## src/rtl/bus_pkg.sv

```systemverilog
// Shared bus definitions: address map constants, device ids and arbiter states.
package bus_pkg;

  localparam int          ADDR_W      = 16;
  localparam logic [15:0] REGION_SIZE = 16'h1000;
  localparam int          MAX_REGION  = 6;

  typedef enum logic [2:0] {
    DID_DRAM  = 3'd0,
    DID_DROM  = 3'd1,
    DID_DMAT  = 3'd2,
    DID_DINT  = 3'd3,
    DID_DREG  = 3'd4,
    DID_DEXEC = 3'd5,
    DID_DSPI  = 3'd6,
    DID_NONE  = 3'd7
  } did_t;

  typedef enum logic [1:0] {
    ST_IDLE,
    ST_ADDR,
    ST_WAIT,
    ST_DONE
  } arb_state_t;

  function automatic logic [3:0] region_of(input logic [ADDR_W-1:0] addr);
    return 4'(addr / REGION_SIZE);
  endfunction

endpackage

```

## src/rtl/rr_arbiter.sv

```systemverilog
// Combinational round-robin pick: first set request above the pointer, wrapping.
module rr_arbiter #(
  parameter  int NREQ  = 3,
  localparam int IDX_W = $clog2(NREQ)
) (
  input  logic [NREQ-1:0]  req,
  input  logic [IDX_W-1:0] pointer,
  output logic [NREQ-1:0]  grant,
  output logic [IDX_W-1:0] winner,
  output logic             any_req
);

  logic             found;
  logic [IDX_W-1:0] cand;

  always_comb begin
    grant  = '0;
    winner = '0;
    found  = 1'b0;
    cand   = '0;
    // Walk offsets 1..NREQ so the pointer's own slot is considered last.
    for (int k = 1; k <= NREQ; k++) begin
      cand = IDX_W'((int'(pointer) + k) % NREQ);
      if (!found && req[cand]) begin
        found       = 1'b1;
        grant[cand] = 1'b1;
        winner      = cand;
      end
    end
  end

  assign any_req = |req;

endmodule

```

## src/rtl/bus_arbiter.sv

```systemverilog
// Round-robin owner of the shared bus: grants, drives the access, waits for
// ready or timeout, and returns data/error to the owning requester.
module bus_arbiter
  import bus_pkg::*;
#(
  parameter int NREQ    = 3,
  parameter int TIMEOUT = 16,
  parameter int DATA_W  = 16
) (
  input  logic                   clk,
  input  logic                   rst,
  input  logic [NREQ-1:0]        req,
  input  logic [NREQ-1:0]        req_we,
  input  logic [NREQ*16-1:0]     req_addr,
  input  logic [NREQ*DATA_W-1:0] req_wdata,
  output logic [NREQ-1:0]        gnt,
  output logic [NREQ-1:0]        ack,
  output logic [DATA_W-1:0]      rsp_rdata,
  output logic                   rsp_err,
  output logic                   bus_rd,
  output logic                   bus_wr,
  output logic [15:0]            bus_addr,
  output logic [DATA_W-1:0]      bus_wdata,
  input  logic                   dec_hit,
  input  logic [2:0]             dec_did,
  input  logic                   bus_ready,
  input  logic [DATA_W-1:0]      bus_rdata
);

  localparam int IDX_W = $clog2(NREQ);
  localparam int CNT_W = $clog2(TIMEOUT);

  logic [ADDR_W-1:0] addr_slot  [NREQ];
  logic [DATA_W-1:0] wdata_slot [NREQ];

  generate
    for (genvar gi = 0; gi < NREQ; gi++) begin : g_slot
      assign addr_slot[gi]  = req_addr[gi*ADDR_W +: ADDR_W];
      assign wdata_slot[gi] = req_wdata[gi*DATA_W +: DATA_W];
    end
  endgenerate

  arb_state_t       state_reg;
  logic [IDX_W-1:0] ptr_reg;
  logic [IDX_W-1:0] owner_reg;
  logic             we_reg;
  logic [CNT_W-1:0] cnt_reg;

  logic [NREQ-1:0]  rr_grant;
  logic [IDX_W-1:0] rr_winner;
  logic             rr_any;
  logic [NREQ-1:0]  owner_onehot;
  logic             rom_write;

  rr_arbiter #(.NREQ(NREQ)) u_rr (
    .req     (req),
    .pointer (ptr_reg),
    .grant   (rr_grant),
    .winner  (rr_winner),
    .any_req (rr_any)
  );

  assign owner_onehot = NREQ'(1) << owner_reg;
  assign rom_write    = we_reg && (did_t'(dec_did) == DID_DROM);

  always_ff @(posedge clk or posedge rst) begin
    if (rst) begin
      state_reg <= ST_IDLE;
      ptr_reg   <= IDX_W'(NREQ-1);
      owner_reg <= '0;
      we_reg    <= 1'b0;
      cnt_reg   <= '0;
      gnt       <= '0;
      ack       <= '0;
      rsp_rdata <= '0;
      rsp_err   <= 1'b0;
      bus_rd    <= 1'b0;
      bus_wr    <= 1'b0;
      bus_addr  <= '0;
      bus_wdata <= '0;
    end else begin
      case (state_reg)
        ST_IDLE: begin
          if (rr_any) begin
            owner_reg <= rr_winner;
            ptr_reg   <= rr_winner;
            we_reg    <= req_we[rr_winner];
            gnt       <= rr_grant;
            bus_rd    <= !req_we[rr_winner];
            bus_wr    <= req_we[rr_winner];
            bus_addr  <= addr_slot[rr_winner];
            bus_wdata <= wdata_slot[rr_winner];
            state_reg <= ST_ADDR;
          end
        end
        ST_ADDR: begin
          gnt <= '0;
          // Decode answers combinationally, so misses and ROM writes abort here.
          if (!dec_hit || rom_write) begin
            bus_rd    <= 1'b0;
            bus_wr    <= 1'b0;
            ack       <= owner_onehot;
            rsp_err   <= 1'b1;
            rsp_rdata <= '0;
            state_reg <= ST_DONE;
          end else begin
            cnt_reg   <= '0;
            state_reg <= ST_WAIT;
          end
        end
        ST_WAIT: begin
          if (bus_ready) begin
            bus_rd    <= 1'b0;
            bus_wr    <= 1'b0;
            ack       <= owner_onehot;
            rsp_err   <= 1'b0;
            rsp_rdata <= we_reg ? '0 : bus_rdata;
            state_reg <= ST_DONE;
          end else if (cnt_reg == CNT_W'(TIMEOUT-1)) begin
            bus_rd    <= 1'b0;
            bus_wr    <= 1'b0;
            ack       <= owner_onehot;
            rsp_err   <= 1'b1;
            rsp_rdata <= '0;
            state_reg <= ST_DONE;
          end else begin
            cnt_reg <= cnt_reg + 1'b1;
          end
        end
        ST_DONE: begin
          ack       <= '0;
          rsp_err   <= 1'b0;
          rsp_rdata <= '0;
          state_reg <= ST_IDLE;
        end
        default: state_reg <= ST_IDLE;
      endcase
    end
  end

endmodule

```

## config.mk

```make
export PLATFORM = sky130hd
export DESIGN_NAME = bus_arbiter
export DESIGN_NICKNAME = d
export VERILOG_FILES = /design/src/rtl/bus_pkg.sv /design/src/rtl/rr_arbiter.sv /design/src/rtl/bus_arbiter.sv
export SDC_FILE = /design/constraint.sdc
export NUM_CORES = 1
export LEC_CHECK = 0
export ABC_AREA = 0
export CORE_UTILIZATION = 25
export CTS_CLUSTER_DIAMETER = 120
export DETAILED_ROUTE_END_ITERATION = 8
export SETUP_SLACK_MARGIN = 0.3
export SYNTH_ARGS = -nofsm -noshare
export SYNTH_HDL_FRONTEND = slang
export SYNTH_SLANG_ARGS = --single-unit
export TNS_END_PERCENT = 1
```

## constraint.sdc

```tcl
create_clock -name clk -period 2.82 [get_ports clk]
set_input_delay 0.564 -clock clk [delete_from_list [all_inputs] [get_ports clk]]
set_output_delay 0.564 -clock clk [all_outputs]
set_load 0.01 [all_outputs]
```

## Yosys cells after proc, flatten, opt, wreduce, memory -nomap -nowiden

Index checks and enable logic that the tools add are counted.

- Register bits: 68

- Equality and inequality tests: 11
- Add/sub/neg operators: 4
- Divide/modulo/power cells: 3
- Reduce and logical (&&, ||, !) cells: 23
- Bitwise operators: 3
- $lt $le $gt $ge: 8
- Shift-type cells: 1
- Multiplexer cells: 59

Operators with widths:

| kind | count |
|---|---|
| 16-bit two-way mux | 8 |
| 32-bit by 3-bit modulo with 32-bit output, second input constant | 3 |
| 16-bit binary-select mux with 2-bit select | 2 |
| 16-bit case mux with 3 select lines | 1 |
| 3-bit two-way mux | 7 |
| 1-bit two-way mux | 18 |
| 2-bit by 3-bit less-than comparator with 1-bit output, second input constant | 4 |
| 2-bit two-way mux | 6 |
| 4-bit two-way mux | 3 |
| 2-bit inequality test, second input constant | 5 |
| 1-bit case mux with 3 select lines | 3 |
| 3-bit case mux with 3 select lines | 1 |
| 1-bit binary-select mux with 2-bit select | 4 |
| 2-bit case mux with 4 select lines | 1 |
| 4-bit case mux with 2 select lines | 1 |
| 4-bit AND reduction | 2 |
| 2-bit by 2-bit adder with 3-bit output, second input constant | 2 |
| 1-bit demux with 2-bit select | 3 |
| 2-bit by 1-bit >= comparator with 1-bit output, second input constant | 3 |
| 1-bit logical AND | 6 |
| 3-bit OR | 2 |
| 3-bit case mux with 2 select lines | 1 |
| 2-bit AND reduction | 3 |
| 3-bit nonzero test | 2 |
| other kinds (16) | 21 |

## Longest topological paths before layout

- Depth in word-level cells: 16
- Depth in mapped cells: 11

## Modules after synthesis

Synthesis repeated with hierarchy kept, for this count alone.

- Cells, all modules: 420
- Area total of the unflattened synthesis: 3,841.2 sq um

Modules (own cells, without submodules):

| module | cells each | instances | area an instance (sq um) |
|---|---|---|---|
| bus_arbiter | 384 | 1 | 3,554.7 |
| rr_arbiter | 36 | 1 | 286.5 |

## Worst setup path before layout

No wires, ideal clock.

- Path kind: reg2reg
- Start point: register ptr_reg[1]
- End point: register bus_addr[11]
- Setup slack: 0.380 ns
- Clock period less this slack: 2.440 ns
- Arrival: 2.309 ns
- Stages on the path, launching flop included: 11
- Path through: dfstp_2 > inv_1 > ha_1 > buf_6 > mux2i_1 > mux2_4 > nor2b_4 > a21oi_4 > buf_6 > mux2i_1 > o211ai_2

- Cells in the longest elaborated chain, start to end: 15

RTL lines:

| element | line | text |
|---|---|---|
| from (decl) | bus_arbiter.sv:44 | `logic [IDX_W-1:0] ptr_reg;` |
| from (signal assigned) | bus_arbiter.sv:69 | `ptr_reg <= IDX_W'(NREQ-1);` |
| from (signal assigned) | bus_arbiter.sv:86 | `ptr_reg <= rr_winner;` |
| 2-bit by 1-bit adder with 3-bit output | rr_arbiter.sv:23 | `cand = IDX_W'((int'(pointer) + k) % NREQ);` |
| 32-bit by 3-bit modulo with 32-bit output | rr_arbiter.sv:23 |  |
| 1-bit binary-select mux with 2-bit select | rr_arbiter.sv:24 | `if (!found && req[cand]) begin` |
| 1-bit two-way mux (not written as such) | rr_arbiter.sv:24 |  |
| 1-bit two-way mux | rr_arbiter.sv:24 |  |
| 1-bit logical NOT | rr_arbiter.sv:24 |  |
| 1-bit logical AND | rr_arbiter.sv:24 |  |
| 1-bit two-way mux | rr_arbiter.sv:24 |  |
| 1-bit logical NOT | rr_arbiter.sv:24 |  |
| 1-bit logical AND | rr_arbiter.sv:24 |  |
| 2-bit two-way mux * | rr_arbiter.sv:24 |  |
| 2-bit inverter with 3-bit output (not written as such) * | bus_arbiter.sv:91 | `bus_addr <= addr_slot[rr_winner];` |
| 16-bit binary-select mux with 2-bit select * | bus_arbiter.sv:91 |  |
| 16-bit two-way mux (not written as such) * (2 in a row) | bus_arbiter.sv:91 |  |
| to (signal assigned) | bus_arbiter.sv:91 |  |
| to (decl) | bus_arbiter.sv:22 | `output logic [15:0] bus_addr,` |

Mark *: on every way between the ends. The rest lies on a longest branch, timed or not. The select of a mux whose other input is x is not followed.
A chain may end at the register's enable or synchronous reset.

## Final worst setup path

- Start point: register ptr_reg[1]
- End point: register bus_addr[1]

The elaborated chain is that of the path after synthesis.

==> flow_summary.ini <==
[run_status]
status = finished, final reports clean

[hold_path]
min_delay_worst_endpoint = rsp_rdata[11]
min_from = rsp_rdata[11]
hold_path_class = register to register
worst_hold_path.num_cells = 2

[logic_synthesis]
yosysWarnings = 0
syn-cell-area_sq_um = 3900
synth-seq-cells = 67
syn_inst = 408
synth_cell_types = 50
syn_avg_cell_area_sq_um = 9.55
syn-num-nets = 542
synth.yosys.seq_area_share = 0.430
async_reset_ff_frac = 1.00
synth_top_area_frac = 0.424
synth-edff-count = 0
synth_top_area_cell = dfrtp_1
netlist_top_cells_area = dfrtp_1 42%, o211ai_2 9.3%, mux2i_1 9.2%
synth-main-ff-cell = dfrtp_1

[sta]
worst_slew_pin_slew_ns = 0.845
fmax_mhz = 404
fin_crit_sh = 0.877
clock_skew_ns = 0.00613
fin_crit_ns = 2.47
rsz0062_at_grt = true
fin_ws_ns = 0.347
setup_tns_ns = 0
slew_headroom = 0.430
setup_violations = 0
maxSlewViolCount = 0
hold_viol = 0

[pwr]
cellPowerDensity_nw_per_um2 = 1170
p_leak_uw = 0.00278
p_total_uw = 7600
ir_worst_vdd_mv = 0.451

[route]
drt-total-wl_um = 12800
viasPerCell = 4.78
drc = 0
drtIter0Drc = 188
ant_nets = 0
drt-pass1-iter-count = 4
wire_per_inst_um = 16.2
vias = 3760

[clock_tree]
clk_pin_slew_ns = 0.06
clk_latency_ns = 0.34
numCtsBuffers = 9
h-tree-depth = 3
cts_tree = built
numClockSinks = 67
clock_path_buffers = 2
cts_root_buf = clkbuf_16

[global_route]
grt_max_degree = 68
antenna_found_initial = 0
grt_pass1_wl_um = 19300
grt_pass1_vias = 3823
grt_usage = 0.157
grt_overflow_total = 0

[floorplan]
boundaryPins = 182
coreArea_sq_um = 15200
die_h_um = 127
start_util = 0.256
fp.dieArea_sq_um = 16100
fp-row-count = 45
die_w_um = 127

[setup_path]
worst_ep_required_time_ns = 3.03
critPathKind = register to register
reg2regPathDepth = 10
reg2reg_slack_ns = 0.35
arrival_ns = 2.69
crit_path_end_kind = register
critPathLaunchType = register
timing.rr.start = ptr_reg[1]
r2r-end = bus_addr[1]
cp_max_fo = 8

[placed_design]
place_hpwl_um = 9190
port_buffers = 181
gp_congestion = 0.862
pre_cts_slack_ns = -0.0618

[layout]
drive_gt1_frac = 0.164
nets = 728
top_regs = bus_addr: 16 flops, bus_wdata: 16 flops, rsp_rdata: 16 flops
layout_common_cells = 179 x clkdlybuf4s50_1, 90 x nand2_1, 65 x dfrtp_1
antennaDiodeCount = 0
final_common_cell = clkdlybuf4s50_1
utilization = 0.429
area_growth_pct = 67.4

[job]
maxCapViolCount = 0
==> through the flow <==
step,cells,instance area [sq um],hold WS (ns)
floorplan,408,3900,0.476
global placement,763,5940,0.467
detailed placement,763,5940,0.468
CTS,783,6370,0.481
global route,787,6520,0.496
finish,787,6520,0.478
==> synth_stat cells, types with 2 or more instances <==
master / instances
nand2_1: 90
dfrtp_1: 66
mux2i_1: 36
nand3_1: 36
o21ai_0: 32
o211ai_2: 29
clkbuf_1: 14
inv_1: 11
nor2_1: 10
ha_1: 9
buf_2: 7
nand2b_1: 7
a21oi_1: 5
buf_6: 4
nor2b_1: 4
nor3_1: 4
a22o_1: 3
o211ai_1: 3
o31ai_1: 3
a31oi_1: 2
and3_1: 2
buf_4: 2
o41ai_1: 2
==> worst max-delay path, cell delays in order (launching register included) <==
cell	delay, ns
dfstp_2	0.55
inv_2	0.06
ha_4	0.26
nand2b_1	0.17
mux2_4	0.31
nor2b_4	0.15
a21oi_4	0.21
buf_12	0.14
clkbuf_16	0.17
mux2i_1	0.21
o211ai_1	0.11
==> per-layer routing <==
metal | vias up | share of wire | wire [um] | global-route usage
li1 | 1832 | - | - | -
met1 | 1770 | 0.39 | 5020 | 0.167
met2 | 146 | 0.52 | 6620 | 0.291
met3 | 12 | 0.077 | 976 | 0.0544
met4 | 0 | 0.011 | 140 | 0.0462
met5 | - | 0 | 0 | 0
==> where the power goes <==
group          internal, uW  total, uW  switching [uW]
clock                   753       1180             422
combinational          2360       4790            2420
sequential             1380       1640             258
==> final cells by class <==
cell class | count | area (sq um)
Timing Repair Buffer | 202 | 2070
Inverter | 11 | 41.3
Tap cell | 188 | 235
Clock inverter | 4 | 47.5
Clock buffer | 12 | 267
Fill cell | 1503 | 8680
Multi-Input combinational cell | 303 | 2190
Sequential cell | 67 | 1680
==> cell families after synthesis <==
| family | synth area share |
|---|---|
| AO/OA/AOI/OAI | 0.207 |
| adder cells (fa/ha/maj) | 0.0289 |
| buffers and inverters | 0.0494 |
| flip-flops | 0.430 |
| multiplexers | 0.0998 |
| AND/OR/NAND/NOR | 0.185 |
==> worst max path at each step <==
stage,cells past startpoint,startpoint,endpoint,slack [ns]
final,10,ptr_reg[1],bus_addr[1],0.35
after global routing,10,ptr_reg[1],bus_addr[11],0.29
after CTS,10,ptr_reg[0],bus_wdata[0],0.29
after detailed placement,8,req[1],bus_wdata[14],-0.06
after global placement,8,req[1],bus_wdata[14],-0.005
after floorplan,10,ptr_reg[1],bus_addr[11],0.38
==> repair_timing <==
action                                  in CTS  in global routing
pin swaps                                    3                  4
hold buffers                                 0                  0
endpoints found under the setup margin      35                 48
buffers inserted                             2                  3
resized for setup                           12                 23
gates cloned                                 2                  1
Note: power is estimated with default switching activity, not from simulation.
